File: config.mk
export PLATFORM = sky130hd
export DESIGN_NAME = serial_sub_ctrl
export DESIGN_NICKNAME = d
export VERILOG_FILES = /design/src/rtl/serial_sub_pkg.sv /design/src/rtl/sub_bit_cell.sv /design/src/rtl/serial_sub_ctrl.sv
export SDC_FILE = /design/constraint.sdc
export NUM_CORES = 1
export LEC_CHECK = 0
export ABC_AREA = 1
export CORE_ASPECT_RATIO = 1.4
export CORE_MARGIN = 10
export CORE_UTILIZATION = 35
export DETAILED_ROUTE_END_ITERATION = 10
export GPL_TIMING_DRIVEN = 0
export PLACE_DENSITY = 0.6
export SETUP_SLACK_MARGIN = 0.02
export SLEW_MARGIN = 20
export SYNTH_ARGS = -nofsm -noshare
export SYNTH_HDL_FRONTEND = slang
export SYNTH_SLANG_ARGS = --single-unit
File: constraint.sdc
create_clock -name clk -period 1.4 [get_ports clk]
set_clock_uncertainty 0.15 [all_clocks]
set_input_delay 0.21 -clock clk [delete_from_list [all_inputs] [get_ports clk]]
set_output_delay 0.21 -clock clk [all_outputs]
set_load 0.1 [all_outputs]
File: src/rtl/serial_sub_pkg.sv
`default_nettype none
// ============================================================================
// Module   : serial_sub_pkg
// Purpose  : Shared constants for the bit-serial subtractor controller.
//            Holds the FSM state encoding and the default operand width.
// Revision : 1.0 - initial release
// ============================================================================
package serial_sub_pkg;

  // Width of the encoded controller state
  localparam int STATE_W = 2;

  // Controller state encoding (legacy-compatible constants)
  localparam logic [STATE_W-1:0] ST_IDLE = 2'd0;
  localparam logic [STATE_W-1:0] ST_RUN  = 2'd1;
  localparam logic [STATE_W-1:0] ST_DONE = 2'd2;

  // Default operand/result width
  localparam int DEFAULT_WIDTH = 8;

endpackage : serial_sub_pkg
`default_nettype wire

File: src/rtl/sub_bit_cell.sv
`default_nettype none
// ============================================================================
// Module   : sub_bit_cell
// Purpose  : Combinational one-bit full subtractor (a - b - bin) built from
//            two cascaded half-subtract stages.
// Revision : 1.0 - initial release
// ============================================================================
module sub_bit_cell (
  input  logic a,
  input  logic b,
  input  logic bin,
  output logic d,
  output logic bout
);

  logic w_d1;
  logic w_bo1;
  logic w_bo2;

  // First half-subtract: a - b
  assign w_d1  = a ^ b;
  assign w_bo1 = ~a & b;

  // Second half-subtract: (a - b) - bin
  assign d     = w_d1 ^ bin;
  assign w_bo2 = ~w_d1 & bin;

  // A borrow out of either stage propagates to the next bit
  assign bout  = w_bo1 | w_bo2;

endmodule : sub_bit_cell
`default_nettype wire

File: src/rtl/serial_sub_ctrl.sv
`default_nettype none
// ============================================================================
// Module   : serial_sub_ctrl
// Purpose  : Bit-serial WIDTH-bit subtractor controller. Captures a and b on
//            an accepted start, walks a one-bit subtract cell over WIDTH
//            cycles LSB first, then presents diff = a - b and the final
//            borrow with a one-cycle done pulse.
// Revision : 1.0 - initial release
// ============================================================================
module serial_sub_ctrl
  import serial_sub_pkg::*;
#(
  parameter int WIDTH = DEFAULT_WIDTH
) (
  input  logic             clk,
  input  logic             rst_n,
  input  logic             start,
  input  logic [WIDTH-1:0] a,
  input  logic [WIDTH-1:0] b,
  output logic             busy,
  output logic             done,
  output logic [WIDTH-1:0] diff,
  output logic             borrow_out
);

  // Counter wide enough to index WIDTH-1; it never has to hold WIDTH
  // because the FSM leaves RUN on the last bit.
  localparam int CW = (WIDTH > 1) ? $clog2(WIDTH) : 1;
  localparam logic [CW-1:0] c_cnt_last = CW'(WIDTH - 1);

  logic [STATE_W-1:0] r_state;
  logic [WIDTH-1:0]   r_a_sh;
  logic [WIDTH-1:0]   r_b_sh;
  logic [WIDTH-1:0]   r_r_sh;
  logic [CW-1:0]      r_cnt;
  logic               r_borrow;
  logic [WIDTH-1:0]   r_diff;
  logic               r_borrow_out;

  logic w_accept;
  logic w_run;
  logic w_last;
  logic w_d;
  logic w_bout;

  // A request is only honoured when the datapath is free
  assign w_accept = start && ((r_state == ST_IDLE) || (r_state == ST_DONE));
  assign w_run    = (r_state == ST_RUN);
  assign w_last   = (r_cnt == c_cnt_last);

  // One-bit subtract of the current LSBs with the running borrow
  sub_bit_cell u_cell (
    .a    (r_a_sh[0]),
    .b    (r_b_sh[0]),
    .bin  (r_borrow),
    .d    (w_d),
    .bout (w_bout)
  );

  // Controller: IDLE -> RUN on start, RUN -> DONE on last bit, DONE -> RUN/IDLE
  always_ff @(posedge clk or negedge rst_n) begin
    if (!rst_n) begin
      r_state <= ST_IDLE;
    end else begin
      case (r_state)
        ST_IDLE: if (start) r_state <= ST_RUN;
        ST_RUN:  if (w_last) r_state <= ST_DONE;
        ST_DONE: r_state <= start ? ST_RUN : ST_IDLE;
        default: r_state <= ST_IDLE;
      endcase
    end
  end

  // Operand/result shift registers, borrow chain and bit counter
  always_ff @(posedge clk or negedge rst_n) begin
    if (!rst_n) begin
      r_a_sh   <= '0;
      r_b_sh   <= '0;
      r_r_sh   <= '0;
      r_cnt    <= '0;
      r_borrow <= 1'b0;
    end else if (w_accept) begin
      r_a_sh   <= a;
      r_b_sh   <= b;
      r_borrow <= 1'b0;
      r_cnt    <= '0;
    end else if (w_run) begin
      r_a_sh   <= {1'b0, r_a_sh[WIDTH-1:1]};
      r_b_sh   <= {1'b0, r_b_sh[WIDTH-1:1]};
      r_r_sh   <= {w_d, r_r_sh[WIDTH-1:1]};
      r_borrow <= w_bout;
      r_cnt    <= r_cnt + 1'b1;
    end
  end

  // Result registers load only on the DONE-entry edge and hold otherwise,
  // so a following RUN never disturbs the presented result.
  always_ff @(posedge clk or negedge rst_n) begin
    if (!rst_n) begin
      r_diff       <= '0;
      r_borrow_out <= 1'b0;
    end else if (w_run && w_last) begin
      r_diff       <= {w_d, r_r_sh[WIDTH-1:1]};
      r_borrow_out <= w_bout;
    end
  end

  assign busy       = (r_state == ST_RUN);
  assign done       = (r_state == ST_DONE);
  assign diff       = r_diff;
  assign borrow_out = r_borrow_out;

endmodule : serial_sub_ctrl
`default_nettype wire
# [Yosys cells after proc, flatten, opt, wreduce, memory -nomap -nowiden]
# Cells that the tools add are included.
[totals] reg_bits=39 inputBits=19 elab_cells=41
[op_classes] addsub=1 n_eq_ne=5 mux=12 n_bitwise=8 reduce_logical=7
[ops] op="$mux W8" count=4
[ops] op="$mux W3" count=2
[ops] op="$pmux W2 S3" count=1
[ops] op="$mux W2" count=2
[ops] op="$reduce_and A2 Y1" count=2
[ops] op="$add A3 B1 Y3 const B" count=1
[ops] op="$eq A3 B3 Y1 const B" count=1
[ops] op="$mux W1" count=3
[ops] op="$not A1 Y1" count=3
[ops] op="$and A1 B1 Y1" count=2
[ops] op="$eq A2 B1 Y1 const B" count=1
[ops] op="$eq A2 B2 Y1 const B" count=1
[ops] op="$logic_and A1 B1 Y1" count=2
[ops] op="$logic_not A2 Y1" count=1
[ops] op="$ne A2 B1 Y1 const B" count=1
[ops] op="$ne A2 B2 Y1 const B" count=1
[ops] op="$reduce_bool A2 Y1" count=1
[ops] op="$xor A1 B1 Y1" count=2
[ops] op="$logic_or A1 B1 Y1" count=1
[ops] op="$or A1 B1 Y1" count=1

# [Logic depth before layout (Yosys ltp)]
# Gate-level depths: netlist (run 1).
[logic_depth] word_depth=6 ltp_mapped=7 mapped_depth_nobuf=6

# [Modules after synthesis]
# From an unflattened synthesis (run 1), not the netlist that was laid out.
[hier_totals] cells_unflattened=219 area_unflattened_um2=1818.0
[by_module_without_submodules] module="serial_sub_ctrl" instances=1 cells_per_inst=215 area_each_um2=1786.7 seq_area_each_um2=950.9
[by_module_without_submodules] module="sub_bit_cell" instances=1 cells_per_inst=4 area_each_um2=31.3 seq_area_each_um2=0.0

# [Worst setup path after synthesis (run 1)]
# Ideal clock, no wire load.
[synth_path] kind="reg-to-output" start="register r_state[0]" end="output done" t_arrival_ns=1.838 required_ns=1.040 slack_ns=-0.798 path_stages_with_launch=3 path_buffers=1 cell_sequence="dfrtp_1 > buf_2 > nor2_1"
[synth_via] elab_chain_cells=1
[synth_rtl] item="from (decl)" line_no="serial_sub_ctrl.sv:31" text="logic [STATE_W-1:0] r_state;"
[synth_rtl] item="from (signal assigned)" line_no="serial_sub_ctrl.sv:68" text="ST_DONE: r_state <= start ? ST_RUN : ST_IDLE;"
[synth_rtl] item="$eq A2 B2 Y1" line_no="serial_sub_ctrl.sv:109" text="assign done = (r_state == ST_DONE);"
[synth_rtl] item="to (decl)" line_no="serial_sub_ctrl.sv:21" text="output logic done,"
# No other way between the ends.

# [Worst setup path after layout (run 1)]
# Ends and elaborated chain as after synthesis.

==> summary.md, run 1 <==
| Metric | Value |
|---|---|
| Status | `finished with violations` |
| Failing checks | `setup timing` |
| Register bit total from synthesis | `38` |
| Worst EP arrival | `around 1100 ps` |
| Fmax achieved | `671 MHz` |
| Crit-path max FO | `3` |
| Grt total ovfl | `0` |
| Register area | `953 um^2` |
| Vias in the first global route | `1465` |
| Multi-input logic area | `692 um^2` |
| Initial antenna violation count | `0` |
| Top post-synthesis cells by area | `dfrtp_1 (55%), nand2_1 (18%), inv_1 (6.7%)` |
| Via count | `about 1500` |
| Cells along the critical path | `buf_6 -> nor2_4 -> buf_12` |
| Placed insts | `305` |
| Final setup fails | `2` |
| Hold crit path type | `in -> reg` |
| Fillers | `between 500 and 600` |
| Num Clock Sinks | `38` |
| Cell Area, Placed | `between 2000 and 2500 um^2` |
| Final Wtd Congestion | `0.713` |
| Peak VDD IR | `approximately 0.95 mV` |
| P per Cell Area | `2580 nW/um^2` |
| Die X | `79.3 um` |
| Post-DR vias/cell | `between 4 and 5` |
| Port buffer count | `28` |
| Skew-Pair Late Insertion Delay | `~280 ps` |
| Critical path class | `reg -> out` |
| Post-synth top area share | `55.1%` |
| Largest area contributor in the netlist | `dfrtp_1` |
| Setup TNS Final | `-157 ps` |
| Drt total wl | `4060 um` |
| Filler-free cell count of the finished design | `329` |
| Post-layout instance area | `between 2000 and 2500 um^2` |
| CP max stage cell | `dfrtp_2` |
| Rows | `30` |
| Startpoint types | `flop` |
| Layout area overhead | `41.8%` |
| Hold Slack | `180 ps` |
| CTS buffer count | `5` |
| Setup WS pre-CTS | `-816 ps` |
| Wire per inst | `12.3 um` |
| Largest net degree at the start of global routing | `27` |
| Number of diodes | `0` |
| Layout cell share with drive strength beyond 1 | `26.0%` |
| CTS tree | `done` |
| Maxcap violations | `0` |
| Worst path top cell family by delay | `flip-flops` |
| First-pass GRT wire length | `6530 um` |
| Synth cell types | `18` |
| Core footprint | `4800 um^2` |
| Slew HR | `78.8%` |
| Worst-path clk slew | `70 ps` |
| Final period util | `107%` |
| Max incr delay on CP | `around 440 ps` |
| DRC viols | `0` |
| # nets final | `288` |
| Die height | `103 um` |
| Post-Syn Area per Cell | `8.14 um^2` |
| H-tree depth | `2` |
| Initial Utilization | `35.9%` |
| GRT Resource Usage Total | `9.97%` |
| Slew @ Worst Pin | `between 300 and 400 ps` |
| Crit. End Element | `output port` |
| Critical Path RT | `1040 ps` |
| Leak Pwr | `1.28 nW` |
| Clock tree buffer depth | `2` |
| TritonRoute pass-1 iters | `4` |
| Fin. Hold Viols | `0` |
| CTS Root Cell | `clkbuf_8` |
| Detail Route Antenna Nets | `0` |
| Yosys warns | `0` |
| Die ar. | `8180 um^2` |
| RSZ-0062 raised after global routing | `true` |
| Sequential-to-total area share from yosys stat | `55.1%` |
| Number of DRC markers in iteration 0 | `36` |
| Dpl hpwl | `2620 um` |
| Tmin final | `1490 ps` |
| Post-Syn Instances | `212` |
| Crit path buf inv count | `2` |
| Syn nets | `between 200 and 250` |
| Cell area after synthesis | `1730 um^2` |
| Final setup margin | `-91.3 ps` |
| Final-report max-slew violation count | `0` |
| # IOs | `30` |
==> area by class of cell <==
type                            instances  share of cell area [%]
Inverter                               34                    5.73
Timing Repair Buffer                   46                    18.0
Tap cell                               64                    3.27
Multi-Input combinational cell        135                    28.3
Clock buffer                            6                    3.37
Buffer                                  6                    2.35
Sequential cell                        38                    39.0
==> report_power, final <==
part           total [mW]  leakage (nW)  internal [mW]  switching, mW
combinational        3.68         0.762           1.30           2.38
clock               0.731        0.0431          0.380          0.351
sequential           1.91         0.474           1.62          0.293
==> through the flow <==
step | util, % | total power, mW
2_1_floorplan | - | 4.17
4_1_cts | 48.4 | 5.96
5_1_grt | 50.9 | 6.79
6_report | 50.9 | 6.32
3_3_place_gp | 43.8 | 4.84
3_5_place_dp | 44.1 | 4.90
==> what timing repair did <==
item / in CTS / in global routing
pin swaps: 5 / 5
hold buffers: 1 / 0
buffers inserted: 11 / 4
cloned: 1 / 1
endpoints found under the hold margin: 38 / 0
gates resized for setup: 83 / 31
setup endpoints to repair: 47 / 39
==> layout by cell type (no fill, tap or decap), types with 3 or more instances in the layout <==
cell type        netlist  final
o21ai_0               10      6
buf_4                  0     21
buf_12                 0      3
clkdlybuf4s50_1        0     16
buf_6                  1      7
inv_1                 31     29
nand2_2                2      8
nand3_1               20     20
clkbuf_8               0      6
o21ai_2                0      3
nor2_4                 1      4
o21ai_1                8      9
nand2_1               84     76
dfrtp_1               38     36
==> metal layers <==
metal	GRT usage, %	wire [um]	vias to the layer above
met3	3.14	185	6
li1	-	-	752
met5	0	0	-
met1	10.9	1660	691
met2	17.6	2150	36
met4	3.73	66	0
==> path summary, 6_finish.rpt <==
path | cells past startpoint | start | slack (ps) | endpoint
max in group asynchronous | 3 | rst_n | 460 | r_state[0]$_DFFE_PN0P_
setup reg to reg | 6 | r_state[0]$_DFFE_PN0P_ | 0 | r_b_sh[1]$_DFFE_PN0P_
hold / removal | 4 | start | 180 | r_b_sh[5]$_DFFE_PN0P_
hold reg to reg | 2 | r_a_sh[3]$_DFFE_PN0P_ | 320 | r_a_sh[3]$_DFFE_PN0P_
setup / recovery | 3 | r_state[0]$_DFFE_PN0P_ | -90 | done
min in group asynchronous | 2 | rst_n | 200 | diff[1]$_DFFE_PN0P_
==> synth_stat cells <==
cell and number:
fa_1 1, o21ai_0 10, a21oi_1 1, dfrtp_1 38, nor2_2 1, or2_2 1
ha_1 2, nand2_4 1, buf_6 1, inv_1 31, inv_2 3, nor2_1 2
nand2_2 2, o21ai_1 8, nand2_1 84, nand3_1 20, buf_2 5, nor2_4 1
==> sequential cells by signal (all words and copies together), names as in the netlist <==
| signal | count |
|---|---|
| diff | 8 |
| r_a_sh | 8 |
| r_b_sh | 8 |
| r_r_sh | 7 |
| r_cnt | 3 |
| r_state | 2 |
| borrow_out | 1 |
| r_borrow | 1 |
==> logic make-up after synthesis <==
family | after synthesis | synth area share, %
AOI/OAI and AO/OA | 19 | 5.51
DFF | 38 | 55.1
adders and majority gates | 3 | 2.61
and+or+nand+nor | 112 | 27.3
buffers and inverters | 40 | 9.50
==> worst register-to-register path, stage by stage (launching register included) <==
cell     delay [ps]
dfrtp_2         440
buf_4           160
nand2_4         120
nand2_4          90
buf_4           170
nand3_1         100
nand2_1          60
Note: power is estimated with default switching activity, not from simulation.
==> inputs of run 2 (changes only) <==
Settings changed: SKIP_LAST_GASP from default to 1, SLEW_MARGIN 20 to 40.
==> summary.md, run 2 (synthesis results as in run 1) <==
| Metric | Value |
|---|---|
| Status | `finished with violations (unchanged)` |
| Failing checks | `setup timing (unchanged)` |
| Die ar. | `8180 um^2 (unchanged)` |
| Layout area overhead | `52.2% (was 41.8%)` |
| Die height | `103 um (unchanged)` |
| Core footprint | `4800 um^2 (unchanged)` |
| Commonest non-fill, non-tap cell in the layout | `nand2_1 (unchanged)` |
| Maxcap violations | `0 (unchanged)` |
| Max incr delay on CP | `440 ps (about the same)` |
| Startpoint types | `flop (unchanged)` |
| Post-layout instance area | `2630 um^2 (was 2450 um^2)` |
| Seq pwr share | `28.1% (was 30.2%)` |
| Worst EP arrival | `1150 ps (was 1130 ps)` |
| CTS Root Cell | `clkbuf_8 (unchanged)` |
| Final setup fails | `8 (was 2)` |
| Crit path buf inv count | `2 (unchanged)` |
| Die X | `79.3 um (unchanged)` |
| CTS tree | `done (unchanged)` |
| Grt total ovfl | `0 (unchanged)` |
| Dpl hpwl | `2530 um (was 2620 um)` |
| Initial Utilization | `35.9% (unchanged)` |
| Slew HR | `67.7% (was 78.8%)` |
| Switching Share | `46.8% (was 47.8%)` |
| Drt total wl | `4320 um (was 4060 um)` |
| H-tree depth | `2 (unchanged)` |
| Hold path cells | `4 (unchanged)` |
| Peak VDD IR | `0.899 mV (was 0.946 mV)` |
| Tmin final | `1510 ps (was 1490 ps)` |
| Levels on crit path | `3 (unchanged)` |
| GRT Resource Usage Total | `10.3% (was 9.97%)` |
| Worst path top cell family by delay | `flip-flops (unchanged)` |
| Initial antenna violation count | `0 (unchanged)` |
| Rows | `30 (unchanged)` |
| Int Pwr | `3.68 mW (was 3.30 mW)` |
| Worst setup path start | `r_state[0]$_DFFE_PN0P_ (unchanged)` |
| Hold crit path type | `in -> reg (unchanged)` |
| Critical path class | `reg -> out (unchanged)` |
| Combinational cell fraction of total power | `61.2% (was 58.2%)` |
| P per Cell Area | `2630 nW/um^2 (was 2580 nW/um^2)` |
| Post-DR vias/cell | `4.49 (was 4.51)` |
| Cells along the critical path | `buf_6 -> nor2_4 -> buf_12 (unchanged)` |
| Detail Route Antenna Nets | `0 (unchanged)` |
| TritonRoute pass-1 iters | `4 (unchanged)` |
| Number of diodes | `0 (unchanged)` |
| Clock tree buffer depth | `2 (unchanged)` |
| Worst Min Path Start | `start (unchanged)` |
| RR Startpoint | `r_state[1]$_DFFE_PN0P_ (was r_state[0]$_DFFE_PN0P_)` |
| Layout cell share with drive strength beyond 1 | `32.0% (was 26.0%)` |
| Util after Layout | `54.7% (was 50.9%)` |
| Crit-path max FO | `4 (was 3)` |
| DRC viols | `0 (unchanged)` |
| Final period util | `108% (was 107%)` |
| Fillers | `449 (was 507)` |
| Port buffer count | `28 (unchanged)` |
| Num Clock Sinks | `38 (unchanged)` |
| # nets final | `295 (was 288)` |
| Via count | `1508 (was 1485)` |
| Power Total | `6.92 mW (was 6.32 mW)` |
| Clock network power share | `10.6% (was 11.6%)` |
| # IOs | `30 (unchanged)` |
| Hold Slack | `180 ps (about the same)` |
| CP max stage cell | `dfrtp_2 (unchanged)` |
| Commonest cells after routing, fill and taps aside | `nand2_1 (70), dfrtp_1 (36), inv_1 (29), buf_4 (25), nand3_1 (19) (was nand2_1 (76), dfrtp_1 (36), inv_1 (29), buf_4 (21), nand3_1 (20))` |
| Final setup margin | `-111 ps (was -91.3 ps)` |
| Number of DRC markers in iteration 0 | `31 (was 36)` |
| Vias in the first global route | `1479 (was 1465)` |
| First-pass GRT wire length | `6740 um (was 6530 um)` |
| Leak Pwr | `1.36 nW (was 1.28 nW)` |
| Critical Path RT | `1040 ps (about the same)` |
| RSZ-0062 raised after global routing | `true (unchanged)` |
| CTS buffer count | `5 (unchanged)` |
| Depth of the most critical reg-to-reg path | `8 (was 6)` |
| Cell Area, Placed | `2050 um^2 (was 2120 um^2)` |
| Slew @ Worst Pin | `485 ps (was 318 ps)` |
| Fin. Hold Viols | `0 (unchanged)` |
| Crit. End Element | `output port (unchanged)` |
| Largest net degree at the start of global routing | `39 (was 27)` |
| Setup TNS Final | `-339 ps (was -157 ps)` |
| Fmax achieved | `662 MHz (was 671 MHz)` |
| Final Wtd Congestion | `0.713 (unchanged)` |
| Skew-Pair Late Insertion Delay | `290 ps (was 280 ps)` |
| Final-report max-slew violation count | `0 (unchanged)` |
| Wire per inst | `12.8 um (was 12.3 um)` |
| Switching power | `3.24 mW (was 3.02 mW)` |
| Worst-path clk slew | `70 ps (about the same)` |
run 2: changes by cell type in the layout (fill, tap and decap cells not counted), sizes merged:
| cell | before | now |
|---|---|---|
| inv | 34 | 32 |
| clkinv | 0 | 2 |
| buf | 34 | 41 |
| nor2 | 5 | 4 |
| clkbuf | 7 | 8 |
run 2: path summary, 6_finish.rpt:
kind	slack, ps	endpoint
worst max-delay path	-110	done
worst min-delay path	180	r_b_sh[4]$_DFFE_PN0P_
worst max register to register	-30	r_a_sh[1]$_DFFE_PN0P_
worst min register to register	320	r_a_sh[3]$_DFFE_PN0P_
max in group asynchronous	460	r_state[0]$_DFFE_PN0P_
min in group asynchronous	280	diff[1]$_DFFE_PN0P_
run 2: tightest hold or removal path: stages:
cell and delay, ps:
buf_2 150, nand3_1 100, nand3_1 70, nand2_1 50
run 2: timing repair:
action                                 CTS  global route
pin swaps                                5            11
endpoints found under the hold margin   38             0
setup buffers                           11            11
hold buffers                             1             0
resized for setup                       29            57
gates cloned                             1             2
setup endpoints to repair               47            39
run 2: power by group through the flow:
stage | logic (mW) | registers (mW) | clock network, mW
floorplan | 1.46 | 2.71 | 0
detailed placement | 2.87 | 1.89 | 0
global placement | 2.97 | 1.87 | 0
global route | 4.65 | 2.00 | 0.802
finish | 4.24 | 1.95 | 0.736
CTS | 3.32 | 1.88 | 0.759
run 2: area by class of cell:
cell class              count  area [um^2]  share of cell area (%)
clock buffers               6         82.6                    3.14
plain buffers               6         61.3                    2.33
repair buffers             54          549                    20.9
flip-flops and latches     38          953                    36.3
well taps                  64         80.1                    3.05
inverters                  34          148                    5.62
multi-input cells         134          752                    28.6
run 2: through the flow:
step	instances	setup slack, ps
after global routing	336	-146
after global placement	304	-961
after CTS	323	-125
after floorplan	212	-319
after detailed placement	304	-167
final	336	-111
run 2: routing by layer:
| metal | part of all wire [%] | GRT usage (%) | vias to the layer above | routed length (um) |
|---|---|---|---|---|
| met5 | 0 | 0 | - | 0 |
| met4 | 1.7 | 3.32 | 0 | 74 |
| met3 | 5.2 | 3.75 | 9 | 224 |
| met2 | 54 | 18.4 | 30 | 2330 |
| met1 | 39 | 10.8 | 708 | 1680 |
| li1 | - | - | 761 | - |
==> inputs of run 3 (changes only) <==
Settings changed: CORE_UTILIZATION 35 to 46, PLACE_DENSITY 0.6 to 0.74, SYNTH_HIERARCHICAL from default to 1.
Clock period 1.4 ns to 1.32 ns, I/O delays scaled along.
==> summary.md, run 3 <==
| Metric | Value |
|---|---|
| Status | `finished with violations (unchanged)` |
| Ys async rst share | `100% (unchanged)` |
| Met3 GRT Util | `3.67% (was 3.75%)` |
| Worst EP arrival | `1220 ps (was 1150 ps)` |
| Final-report max-slew violation count | `0 (unchanged)` |
| Number of diodes | `0 (unchanged)` |
| Num Clock Sinks | `38 (unchanged)` |
| Commonest cells after routing, fill and taps aside | `nand2_1 (73), dfrtp_1 (33), nand3_1 (20), inv_1 (19) (was nand2_1 (70), dfrtp_1 (36), inv_1 (29), buf_4 (25), nand3_1 (19))` |
| P per Cell Area | `2770 nW/um^2 (was 2630 nW/um^2)` |
| Failing checks | `setup timing (unchanged)` |
| Post-DR vias/cell | `4.95 (was 4.49)` |
| Hold Slack | `148 ps (was 180 ps)` |
| Post-synth top cells | `nand2_1 (82), dfrtp_1 (38), nand3_1 (25) (was nand2_1 (84), dfrtp_1 (38), inv_1 (31))` |
| Wire per inst | `14.5 um (was 12.8 um)` |
| Tmin final | `~1600 ps` |
| Peak VDD IR | `2.31 mV (was 0.899 mV)` |
| Die height | `94.4 um (was 103 um)` |
| CP max stage cell | `dfrtp_1 (was dfrtp_2)` |
| R2r setup slk | `-100 ps (was -30 ps)` |
| Worst-path clk slew | `70 ps (about the same)` |
| Drt total wl | `4650 um (was 4320 um)` |
| Core footprint | `3880 um^2 (was 4800 um^2)` |
| Clock tree buffer depth | `2 (unchanged)` |
| Cells along the critical path | `buf_6 -> buf_8 -> nor2_4 -> buf_12 (was buf_6 -> nor2_4 -> buf_12)` |
| Final Wtd Congestion | `0.749 (was 0.713)` |
| Grt total ovfl | `0 (unchanged)` |
| EDFF count, synth | `0 (unchanged)` |
| Slew @ Worst Pin | `470 ps (was 485 ps)` |
| Largest area contributor in the netlist | `dfrtp_1 (unchanged)` |
| Leak Pwr | `1.37 nW (was 1.36 nW)` |
| Dpl hpwl | `2560 um (was 2530 um)` |
| Vias in the first global route | `1559 (was 1479)` |
| Fillers | `279 (was 449)` |
| Slew HR | `68.7% (was 67.7%)` |
| GR met2 Demand/Resource | `22.3% (was 18.4%)` |
| Power Total | `7.56 mW (was 6.92 mW)` |
| Number of DRC markers in iteration 0 | `135 (was 31)` |
| Hold crit path type | `in -> reg (unchanged)` |
| Initial Utilization | `46.8% (was 35.9%)` |
| Layout cell share with drive strength beyond 1 | `32.5% (was 32.0%)` |
| Critical Path RT | `970 ps (was 1040 ps)` |
| TritonRoute pass-1 iters | `4 (unchanged)` |
| First-pass GRT wire length | `7140 um (was 6740 um)` |
| Die ar. | `6900 um^2 (was 8180 um^2)` |
| Post-Syn Area per Cell | `8.30 um^2 (was 8.14 um^2)` |
| Skew-Pair Late Insertion Delay | `290 ps (about the same)` |
| Largest net degree at the start of global routing | `39 (unchanged)` |
| Fin. Hold Viols | `0 (unchanged)` |
| Startpoint types | `flop (unchanged)` |
| Most common cell in the synthesized netlist | `nand2_1 (unchanged)` |
| # nets final | `298 (was 295)` |
| CTS Root Cell | `clkbuf_8 (unchanged)` |
| Register area | `957 um^2 (was 953 um^2)` |
| Crit. End Element | `output port (unchanged)` |
| Post-synth top area share | `52.3% (was 55.1%)` |
| Register bit total from synthesis | `38 (unchanged)` |
| Top post-synthesis cells by area | `dfrtp_1 (52%), nand2_1 (17%), nand3_1 (6.9%) (was dfrtp_1 (55%), nand2_1 (18%), inv_1 (6.7%))` |
| Syn nets | `241 (was 234)` |
| Post-synth top flop | `dfrtp_1 (unchanged)` |
| Initial antenna violation count | `0 (unchanged)` |
| Max incr delay on CP | `390 ps (was 440 ps)` |
| GR Util met1 | `14.7% (was 10.8%)` |
| Final period util | `119%` |
| Util after Layout | `70.3% (was 54.7%)` |
| Final setup fails | `15 (was 8)` |
| Worst path top cell family by delay | `buffers and inverters (was flip-flops)` |
| Die X | `73.1 um (was 79.3 um)` |
| Fmax achieved | `approximately 640 MHz` |
| Detail Route Antenna Nets | `0 (unchanged)` |
| RSZ-0062 raised after global routing | `true (unchanged)` |
| Port buffer count | `28 (unchanged)` |
| Cell area after synthesis | `1820 um^2 (was 1730 um^2)` |
| Yosys warns | `6 (was 0)` |
| Synth cell types | `20 (was 18)` |
| Rows | `27 (was 30)` |
| CTS tree | `done (unchanged)` |
| # IOs | `30 (unchanged)` |
| Critical path class | `reg -> out (unchanged)` |
| H-tree depth | `2 (unchanged)` |
| Crit path buf inv count | `3 (was 2)` |
| Crit-path max FO | `4 (unchanged)` |
| CTS buffer count | `5 (unchanged)` |
| Sequential-to-total area share from yosys stat | `52.3% (was 55.1%)` |
| Maxcap violations | `0 (unchanged)` |
| GRT Max-Usage Layer | `met2 (unchanged)` |
| Final setup margin | `-244 ps (was -111 ps)` |
| DRC viols | `0 (unchanged)` |
| GRT Resource Usage Total | `13.0% (was 10.3%)` |
| Multi-input logic area | `877 um^2 (was 752 um^2)` |
| Post-Syn Instances | `219 (was 212)` |
| Commonest non-fill, non-tap cell in the layout | `nand2_1 (unchanged)` |
| Layout area overhead | `50.3% (was 52.2%)` |
| Via count | `1585 (was 1508)` |
-- run 3: cell types whose count changed after synthesis, sizes merged --
cell | before | now
nor2 | 4 | 19
inv | 34 | 22
o21ai | 18 | 8
nand3b | 0 | 7
nand3 | 20 | 25
buf | 6 | 10
nand2 | 87 | 86
or2 | 1 | 0
-- run 3: worst paths after layout --
check | startpoint | cells past startpoint | end
max | r_state[0]$_DFFE_PN0P_ | 4 | done
min | start | 4 | r_b_sh[2]$_DFFE_PN0P_
max reg2reg | r_state[0]$_DFFE_PN0P_ | 7 | r_b_sh[0]$_DFFE_PN0P_
min reg2reg | diff[3]$_DFFE_PN0P_ | 2 | diff[3]$_DFFE_PN0P_
max in group asynchronous | rst_n | 2 | diff[7]$_DFFE_PN0P_
min in group asynchronous | rst_n | 2 | diff[1]$_DFFE_PN0P_
-- run 3: per-layer routing --
metal | vias to the layer above | share of wire (%)
met2 | 35 | 53
met5 | - | 0
met3 | 4 | 4.9
met4 | 0 | 1.7
li1 | 792 | -
met1 | 754 | 41
-- run 3: repair_timing --
action	in CTS	in global routing
endpoints found under the hold margin	38	0
hold buffers	1	0
gates cloned	4	3
setup endpoints to repair	28	46
setup buffers	9	5
resized for setup	37	47
pin swaps	8	25
-- run 3: logic make-up (layout without fill, tap and decap cells) --
logic type               Yosys count  after routing  share of synthesized area [%]
AO/OA/AOI/OAI                      9              9                           2.68
AND/OR/NAND/NOR                  137            139                           33.2
buffers and inverters             32             88                           9.29
adder cells (fa/ha/maj)            3              3                           2.48
flip-flops                        38             38                           52.3
-- run 3: power breakdown --
| part | switching [mW] | total (mW) | internal [mW] | leakage (nW) |
|---|---|---|---|---|
| clock | 0.379 | 0.800 | 0.421 | 0.0482 |
| sequential | 0.319 | 2.04 | 1.72 | 0.465 |
| combinational | 2.84 | 4.72 | 1.88 | 0.856 |
| total | 3.54 | 7.56 | 4.02 | 1.37 |
-- run 3: layout make-up --
type	instances	share of cell area, %
sequential	38	35.0
multi-input combinational	151	32.1
timing repair buffer	48	19.5
buffer	10	4.67
inverter	22	3.39
clock buffer	7	3.16
tap	43	1.97
clock inverter	1	0.183
-- run 3: through the flow --
stage | cell area (um^2) | cells | TNS (ps) | worst slack (ps)
after floorplan | 1850 | 219 | -115 | -115
final | 2730 | 320 | -793 | -244
after CTS | 2450 | 312 | -646 | -251
after global placement | 2180 | 290 | -45250 | -1110
after detailed placement | 2120 | 290 | -1740 | -257
after global routing | 2730 | 320 | -1970 | -271
-- run 3: worst register-to-register path, cell delays in order, from the launching register on --
cell,delay [ps]
dfrtp_1,390
buf_6,150
buf_4,160
nand2_8,110
buf_8,140
nand2_2,80
nor2_1,90
nor2_1,50
